$ cat config.mk
export PLATFORM = sky130hd
export DESIGN_NAME = color_select_multi
export DESIGN_NICKNAME = d
export VERILOG_FILES = /design/src/rtl/color_sel_pkg.sv /design/src/rtl/color_next_free.sv /design/src/rtl/color_select_multi.sv
export SDC_FILE = /design/constraint.sdc
export NUM_CORES = 1
export LEC_CHECK = 0
export CORE_UTILIZATION = 57
export CTS_CLUSTER_SIZE = 10
export DETAILED_ROUTE_END_ITERATION = 6
export GPL_ROUTABILITY_DRIVEN = 0
export GPL_TIMING_DRIVEN = 1
export PLACE_DENSITY = 0.95
export SKIP_CTS_REPAIR_TIMING = 1
export SLEW_MARGIN = 20
export SYNTH_ARGS = -nofsm -noshare
export SYNTH_HDL_FRONTEND = slang
export SYNTH_HIERARCHICAL = 1
export SYNTH_SLANG_ARGS = --single-unit
$ cat constraint.sdc
create_clock -name clk -period 4.82 [get_ports clk]
set_input_delay 0.482 -clock clk [delete_from_list [all_inputs] [get_ports clk]]
set_output_delay 0.482 -clock clk [all_outputs]
set_load 0.05 [all_outputs]
$ cat src/rtl/color_sel_pkg.sv
// Shared types and width helpers for the multi-player colour picker.
package color_sel_pkg;

  typedef enum logic [1:0] {
    ST_IDLE  = 2'd0,
    ST_PICK  = 2'd1,
    ST_READY = 2'd2,
    ST_DONE  = 2'd3
  } state_e;

  // Palette address width; a single-entry palette still needs one bit.
  function automatic int unsigned addr_width(input int unsigned depth);
    return (depth > 1) ? 32'($clog2(depth)) : 32'd1;
  endfunction

  // Width of the player index, wide enough to count to nplayer.
  function automatic int unsigned player_width(input int unsigned nplayer);
    return 32'($clog2(nplayer + 1));
  endfunction

endpackage

$ cat src/rtl/color_next_free.sv
// Rotating search for the nearest free palette index strictly away from start.
module color_next_free #(
  parameter int unsigned DEPTH = 8,
  parameter int unsigned AW    = 3
) (
  input  logic [DEPTH-1:0] taken_i,
  input  logic [AW-1:0]    start_i,
  input  logic             dir_i,    // 0: forward, 1: backward
  output logic [AW-1:0]    idx_o,
  output logic             valid_o
);

  // Walk farthest-to-nearest so the nearest free index wins.
  always_comb begin
    int          cand;
    logic [AW-1:0] cand_a;
    cand    = 0;
    cand_a  = '0;
    idx_o   = start_i;
    valid_o = 1'b0;
    for (int k = int'(DEPTH) - 1; k >= 1; k--) begin
      if (dir_i) begin
        cand = (int'(start_i) + int'(DEPTH) - k) % int'(DEPTH);
      end else begin
        cand = (int'(start_i) + k) % int'(DEPTH);
      end
      cand_a = AW'(cand);
      if (!taken_i[cand_a]) begin
        idx_o   = cand_a;
        valid_o = 1'b1;
      end
    end
  end

endmodule

$ cat src/rtl/color_select_multi.sv
// Multi-player palette picker: each player locks a distinct colour in turn.
module color_select_multi
  import color_sel_pkg::*;
#(
  parameter int unsigned NPLAYER   = 2,
  parameter int unsigned PAL_DEPTH = 8,
  parameter int unsigned COLOR_W   = 12,
  parameter int unsigned ADDR_W    = addr_width(PAL_DEPTH)
) (
  input  logic                                clk,
  input  logic                                rstn,
  input  logic                                en,
  input  logic                                choose,
  input  logic                                rechoose,
  input  logic                                nxtcolor,
  input  logic                                prvcolor,
  input  logic [COLOR_W-1:0]                  body_color,
  input  logic [COLOR_W-1:0]                  head_color,
  output logic [ADDR_W-1:0]                   addr,
  output logic [player_width(NPLAYER)-1:0]    player,
  output logic [PAL_DEPTH-1:0]                taken,
  output logic [NPLAYER*COLOR_W-1:0]          body_out,
  output logic [NPLAYER*COLOR_W-1:0]          head_out,
  output logic                                busy,
  output logic                                done
);

  localparam int unsigned PW = player_width(NPLAYER);
  localparam int unsigned SW = NPLAYER * COLOR_W;

  state_e              state_q, state_d;
  logic                s1_q, s2_q, s3_q;
  logic                en_ps_q, en_ps_d;
  logic [ADDR_W-1:0]   addr_q, addr_d;
  logic [PW-1:0]       player_q, player_d;
  logic [PAL_DEPTH-1:0] taken_q, taken_d;
  logic [SW-1:0]       body_q, body_d, head_q, head_d;
  logic [ADDR_W-1:0]   idx_q [NPLAYER];
  logic [ADDR_W-1:0]   idx_d [NPLAYER];
  logic                busy_q, busy_d, done_q, done_d;

  logic [ADDR_W-1:0]   fwd_idx_c, bwd_idx_c;
  logic                fwd_ok_c, bwd_ok_c;
  logic                first_c, last_c;
  logic [ADDR_W-1:0]   prev_idx_c, last_idx_c;

  color_next_free #(.DEPTH(PAL_DEPTH), .AW(ADDR_W)) u_fwd (
    .taken_i (taken_q),
    .start_i (addr_q),
    .dir_i   (1'b0),
    .idx_o   (fwd_idx_c),
    .valid_o (fwd_ok_c)
  );

  color_next_free #(.DEPTH(PAL_DEPTH), .AW(ADDR_W)) u_bwd (
    .taken_i (taken_q),
    .start_i (addr_q),
    .dir_i   (1'b1),
    .idx_o   (bwd_idx_c),
    .valid_o (bwd_ok_c)
  );

  // The edge pulse is registered once more: a round starts three edges after en is first seen.
  assign en_ps_d    = s2_q & ~s3_q;
  assign first_c    = (player_q == '0);
  assign last_c     = (player_q == PW'(NPLAYER - 1));
  assign last_idx_c = idx_q[NPLAYER-1];

  // Chosen index of the player just below the current one.
  always_comb begin
    prev_idx_c = '0;
    for (int unsigned k = 1; k < NPLAYER; k++) begin
      if (player_q == PW'(k)) prev_idx_c = idx_q[k-1];
    end
  end

  // State and datapath registers, synchronous active-low reset.
  always_ff @(posedge clk) begin
    if (!rstn) begin
      state_q  <= ST_IDLE;
      s1_q     <= 1'b0;
      s2_q     <= 1'b0;
      s3_q     <= 1'b0;
      en_ps_q  <= 1'b0;
      addr_q   <= '0;
      player_q <= '0;
      taken_q  <= '0;
      body_q   <= '0;
      head_q   <= '0;
      busy_q   <= 1'b0;
      done_q   <= 1'b0;
      for (int unsigned k = 0; k < NPLAYER; k++) idx_q[k] <= '0;
    end else begin
      state_q  <= state_d;
      s1_q     <= en;
      s2_q     <= s1_q;
      s3_q     <= s2_q;
      en_ps_q  <= en_ps_d;
      addr_q   <= addr_d;
      player_q <= player_d;
      taken_q  <= taken_d;
      body_q   <= body_d;
      head_q   <= head_d;
      busy_q   <= busy_d;
      done_q   <= done_d;
      idx_q    <= idx_d;
    end
  end

  // Next state and datapath updates; choose > rechoose > nxtcolor > prvcolor.
  always_comb begin
    state_d  = state_q;
    addr_d   = addr_q;
    player_d = player_q;
    taken_d  = taken_q;
    body_d   = body_q;
    head_d   = head_q;
    idx_d    = idx_q;

    case (state_q)
      ST_IDLE: begin
        if (en_ps_q) begin
          state_d  = ST_PICK;
          addr_d   = '0;
          player_d = '0;
          taken_d  = '0;
          body_d   = '0;
          head_d   = '0;
          for (int unsigned k = 0; k < NPLAYER; k++) idx_d[k] = '0;
        end
      end

      ST_PICK: begin
        // Live preview (or final capture on choose) of the current player's slot.
        for (int unsigned k = 0; k < NPLAYER; k++) begin
          if (player_q == PW'(k)) begin
            body_d[k*COLOR_W +: COLOR_W] = body_color;
            head_d[k*COLOR_W +: COLOR_W] = head_color;
          end
        end
        if (choose) begin
          taken_d[addr_q] = 1'b1;
          for (int unsigned k = 0; k < NPLAYER; k++) begin
            if (player_q == PW'(k)) idx_d[k] = addr_q;
          end
          if (last_c) begin
            state_d = ST_READY;
          end else begin
            player_d = player_q + PW'(1);
            addr_d   = fwd_idx_c;
          end
        end else if (rechoose) begin
          if (!first_c) begin
            for (int unsigned k = 0; k < NPLAYER; k++) begin
              if (player_q == PW'(k)) begin
                body_d[k*COLOR_W +: COLOR_W] = '0;
                head_d[k*COLOR_W +: COLOR_W] = '0;
              end
            end
            player_d            = player_q - PW'(1);
            taken_d[prev_idx_c] = 1'b0;
            addr_d              = prev_idx_c;
          end
        end else if (nxtcolor) begin
          if (fwd_ok_c) addr_d = fwd_idx_c;
        end else if (prvcolor) begin
          if (bwd_ok_c) addr_d = bwd_idx_c;
        end
      end

      ST_READY: begin
        if (choose) begin
          state_d = ST_DONE;
        end else if (rechoose) begin
          state_d             = ST_PICK;
          taken_d[last_idx_c] = 1'b0;
          addr_d              = last_idx_c;
        end
      end

      ST_DONE: state_d = ST_IDLE;

      default: state_d = ST_IDLE;
    endcase

    busy_d = (state_d == ST_PICK) || (state_d == ST_READY);
    done_d = (state_d == ST_DONE);
  end

  assign addr     = addr_q;
  assign player   = player_q;
  assign taken    = taken_q;
  assign body_out = body_q;
  assign head_out = head_q;
  assign busy     = busy_q;
  assign done     = done_q;

endmodule

* After elaboration in Yosys (flattened, before gate mapping)
Cells that the tools add are included.
** Cells by class
- Reduce and logical (&&, ||, !) cells :: 14
- $lt $le $gt $ge :: 20
- Div/mod/pow operators :: 0
- Mux-type cells :: 114
- $add $sub $neg :: 17
- Multipliers :: 0
- Shift-type cells :: 0
- Bitwise operators :: 7
- Equal/unequal tests :: 21
** Operators with widths (number)
- $mux 24 :: 7
- $pmux 24 s2 :: 2
- $mux 3 :: 28
- $mux 12 :: 6
- $lt 3x4->1 const B :: 17
- $mux 8 :: 6
- $bmux 1 s3 :: 14
- $mux 1 :: 31
- $pmux 8 s3 :: 1
- $mux 2 :: 10
- $and 8x8->8 :: 2
- $not 8->8 :: 2
- $ne 5x5->1 const B :: 3
- $add 3x3->3 const B :: 4
- $mux 6 :: 2
- $ne 2x2->1 const B :: 6
- $pmux 6 s2 :: 1
- $sub 3x3->3 const B :: 4
- $ne 11x11->1 const B :: 1
- $reduce_and 10->1 :: 1
- $demux 1 s3 :: 3
- $ge 3x1->1 const B :: 3
- $ne 3x3->1 const B :: 3
- $pmux 3 s3 :: 1
- other kinds (23) :: 35
** Storage, ports and cells
- Register bits :: 75
- Memory bits (read-only) :: 0
- Input bits :: 31
- Memory bits (writable) :: 0
- Bits in latches :: 0
- Word-level logic and storage cells :: 207
- Output and inout port bits :: 63
- Memories :: 0

* Logic depth before layout (Yosys ltp)
- Word-level depth :: 17
- Depth in mapped cells :: 13
- Depth with buffers taken out :: 12

* By module
Netlist, hierarchy kept.
** By module, submodules not included
- color_select_multi :: sequential area each 1501.4 µm², area an instance 3498.4 µm², instances 1, cells an instance 425
- color_next_free (u_fwd) :: sequential area each 0.0 µm², area an instance 784.5 µm², instances 1, cells an instance 92
- color_next_free (u_bwd) :: sequential area each 0.0 µm², area an instance 764.5 µm², instances 1, cells an instance 88

* Worst setup path before layout
No wires, ideal clock.
- Path type :: flip-flop to flip-flop
- From :: register addr_q[1] (netlist: addr[1])
- To :: register addr_q[2] (netlist: addr[2])
- Cell stages (with the launch flop) :: 14
- Clock period less this slack :: 3.555 ns
- Arrival time :: 3.483 ns
- Data required time :: 4.748 ns
- Library setup time :: 0.072 ns
- Path buffers :: 1
- Slack :: 1.265 ns
- Cell sequence :: dfxtp_1 > buf_2 > inv_1 > ha_1 > xor2_2 > mux2_2 > mux2i_1 > a31oi_1 > o32a_1 > a21oi_2 > mux2i_1 > a211oi_1 > o21ai_0 > mux2i_1
** Between the ends
- Word-level cells in the longest chain between the ends :: 16
- Elaborated cells on any way between the ends :: 83
- Those cells by class :: 15 x add/sub; 3 x eq/ne; 64 x mux; 1 x reduce/logical
** RTL lines
- start: declaration :: RTL line color_select_multi.sv:34 : logic [ADDR_W-1:0] addr_q, addr_d;
- start signal: assignment :: RTL line color_select_multi.sv:99 : addr_q <= addr_d;
- $add 3x1->3 (*) :: RTL line color_next_free.sv:23 : cand = (int'(start_i) + int'(DEPTH) - k) % int'(DEPTH);
- $sub 3x2->3
- $bmux 1 s3 :: RTL line color_next_free.sv:28 : if (!taken_i[cand_a]) begin
- $mux 1 (implied by the code) :: RTL line color_next_free.sv:28
- $mux 3 (5 in a row) :: RTL line color_next_free.sv:28
- $mux 3 (*) :: RTL line color_next_free.sv:28
- named net bwd_idx_c[2] :: RTL line color_select_multi.sv:42 : logic [ADDR_W-1:0] fwd_idx_c, bwd_idx_c;
- $mux 3 (*) :: RTL line color_select_multi.sv:167 : if (bwd_ok_c) addr_d = bwd_idx_c;
- $mux 3 (*) :: RTL line color_select_multi.sv:166 : end else if (prvcolor) begin
- $mux 3 (*) :: RTL line color_select_multi.sv:164 : end else if (nxtcolor) begin
- $mux 3 (*) :: RTL line color_select_multi.sv:152 : end else if (rechoose) begin
- $mux 3 (*) :: RTL line color_select_multi.sv:141 : if (choose) begin
- $pmux 3 s3 (*) :: RTL line color_select_multi.sv:120 : case (state_q)
The timed path passes the listed nets; every way through them passes the cells marked *. The select of a mux whose other input is x is not followed.
A chain may end at the register's enable or synchronous reset.

* Worst setup path in the final report
- From :: register addr_q[0] (netlist: addr[0])
- To :: register addr_q[2] (netlist: addr[2])
The elaborated chain is that of the path after synthesis.

==> flow_summary.json <==
{
  "status": "finished, final reports clean",
  "final_util_pct": 73.0,
  "seq_power_share_pct": 48.9,
  "setup_violations": 0,
  "fillers": 576,
  "nets": 718,
  "ys.flop_type": "dfxtp_1",
  "hold_path_class": "flip-flop to flip-flop",
  "grt_pass1_vias": 4804,
  "leakage_nw": 2.09,
  "fin_crit_ns": 3.50,
  "initial_core_util_pct": 60.2,
  "path_max_fanout": 31,
  "cts_buffer_depth": 2,
  "htreeDepth": 3,
  "max_cap_violations": 0,
  "wl_per_cell_um": 18.7,
  "tightest_slew_ns": 1.10,
  "fin_crit_sh_pct": 72.6,
  "grt_overflow": 0,
  "multiInputGateArea_um2": 3240,
  "finalSetupTns_ns": 0,
  "vias": 5140,
  "max_stage_delay_ns": 0.44,
  "num_io_pins": 94,
  "p_sw_share_pct": 25.7,
  "diodes": 0,
  "grt_max_degree": 38,
  "grt_pass1_wl_mm": 23.1,
  "dr.pass1.iters": 7,
  "die_w_um": 96.1,
  "timing.fmax_mhz": 286,
  "synth_warnings": 6,
  "relSlewSlack_pct": 27.0,
  "cp_data_arrival_time_ns": 3.79,
  "end_kind": "flip-flop",
  "synth_cells": 605,
  "die_area_um2": 9240,
  "layout_common_cells": "nand2_1, clkdlybuf4s50_1, dfxtp_1",
  "path_cells": "buf_4 > inv_1 > ha_1 > xor2_2 > mux2_2 > mux2i_1 > a31oi_1 > o32a_1 > a21oi_2 > mux2i_1 > a211oi_1 > o21ai_0 > mux2i_1",
  "path_delay_family": "compound AO/OA/AOI/OAI gates",
  "ant_nets": 0,
  "path_buf_inv": 2,
  "slew_viol_final": 0,
  "clock-root-buffer": "clkbuf_8",
  "core_um2": 8380,
  "ys_ff_latch": 75,
  "syn_nets": 649,
  "drt_wl_total_mm": 14.6,
  "synth_edf_count": 0,
  "layout_commonest_cell": "nand2_1",
  "clkPwrFrac_pct": 40.8,
  "worstPathRequired_ns": 5.11,
  "grt_setup_unrepaired": "false",
  "buffer_ports.inserted": 93,
  "crit_path_start_kind": "flip-flop",
  "yosysUniqueCellTypes": 72,
  "drive_above_1_share_pct": 8.98,
  "ir_drop_v": 0.000194,
  "fin_skew_ns": 0.00951,
  "r2r_start": "addr[0]",
  "critPathLaunch": "addr[0]",
  "switching_power_mw": 0.327,
  "dpl.hpwl_mm": 9.85,
  "cts_made_buffers": 9,
  "seq_area_frac_synth_pct": 29.7,
  "avgViaCountPerCell": 6.56,
  "regArea_um2": 1500,
  "setup_ws_ns": 1.32,
  "syn-cell-area_um2": 5050,
  "drc": 0,
  "power.share.combinational_pct": 10.3,
  "reg2reg_slack_ns": 1.32,
  "cpMostUsedCell": "mux2i_1",
  "cts_tree": "built",
  "clk_latency_ns": 0.35,
  "async_flop_share_pct": 0,
  "drt-initial-drc-count": 579,
  "row_count": 33,
  "slowest_stage": "mux2_2",
  "area_delta_synth_final_pct": 21.3,
  "hold_viol_final": 0,
  "clk_pin_slew_worst_paths_ns": 0.08,
  "track_usage_pct": 32.1,
  "die_h_um": 96.1,
  "path_class": "flip-flop to flip-flop",
  "avgSynthCellArea_um2": 8.34,
  "post-place-ws_ns": 1.40,
  "hold_path.startpoint": "s3_q",
  "grt_antenna_before_repair": 0,
  "cts.sinks": 75,
  "p_int_mw": 0.947,
  "powerDensity_nw_per_um2": 208
}
power groups by stage:
stage	clock network [mW]	registers (mW)	logic (mW)
finish	0.519	0.623	0.131
global route	0.543	0.623	0.139
CTS	0.516	0.623	0.127
detailed placement	0	0.637	0.126
global placement	0	0.637	0.123
floorplan	0	0.640	0.0829
through the flow:
step / hold WS, ns / total power, mW / cells / cell area (um2)
floorplan: 0.367 / 0.723 / 605 / 5050
global placement: 0.372 / 0.760 / 768 / 5900
detailed placement: 0.385 / 0.764 / 768 / 5900
CTS: 0.396 / 1.27 / 784 / 6110
global route: 0.410 / 1.31 / 784 / 6120
finish: 0.394 / 1.27 / 784 / 6120
area by class of cell:
class	instances	area share (%)
clock buffer	11	2.47
clock inverter	5	0.981
inverter	21	1.29
multi-input combinational	470	52.9
sequential	75	24.5
tap	105	2.15
timing repair buffer	97	15.7
cells by family (layout without fill, tap and decap cells):
kind of cell	count (synthesis)	in the layout	synth area share, %
adders and majority gates	13	13	3.22
AOI/OAI and AO/OA	170	170	22.6
buffers and inverters	60	134	6.25
and+or+nand+nor	209	209	18.9
muxes	59	59	14.9
other	2	2	0.149
DFF	75	75	29.7
xor gates and xnor gates	17	17	4.26
synth_stat cells (all sizes together) (10+ instances only):
library cell | n | area share (%)
o21ai | 29 | 3.1
inv | 21 | 1.6
ha | 13 | 3.2
xnor2 | 13 | 3.1
nand3 | 41 | 4.1
a211oi | 11 | 1.6
mux4 | 10 | 4.5
a21boi | 10 | 1.5
nand2 | 105 | 7.8
a21oi | 66 | 6.7
nor2 | 22 | 1.6
mux2 | 10 | 2.4
dfxtp | 75 | 30
buf | 31 | 4.1
and2 | 17 | 2.1
mux2i | 39 | 8.1
routing by layer:
layer  track usage, %  vias up  part of all wire [%]
li1                 -     2311                     -
met4             14.2        0                   2.9
met1             41.2     2408                    39
met2             51.5      367                    48
met5                0        -                     0
met3             7.50       54                    10
worst register-to-register path: cells and delay by family (launching register included):
kind            cells  cell delay [ns]
compound gates      5             0.92
xor+xnor            1             0.32
buf+inv             2             0.55
flops               1             0.35
mux                 4             0.91
fa+ha+maj           1             0.40
state kept, by name (all words and copies together) (netlist names), 2 cells and up:
signal / count
body_out: 24
state_q: 2
player: 2
last_idx_c: 3
idx_q: 3
taken: 8
addr: 3
head_out: 24
worst paths after layout:
check / endpoint / depth (start not counted)
worst max-delay path: addr[2] / 13
worst min-delay path: en_ps_q / 1
worst max register to register: addr[2] / 13
worst min register to register: en_ps_q / 1
No activity file was read; power rests on OpenSTA's default activity.
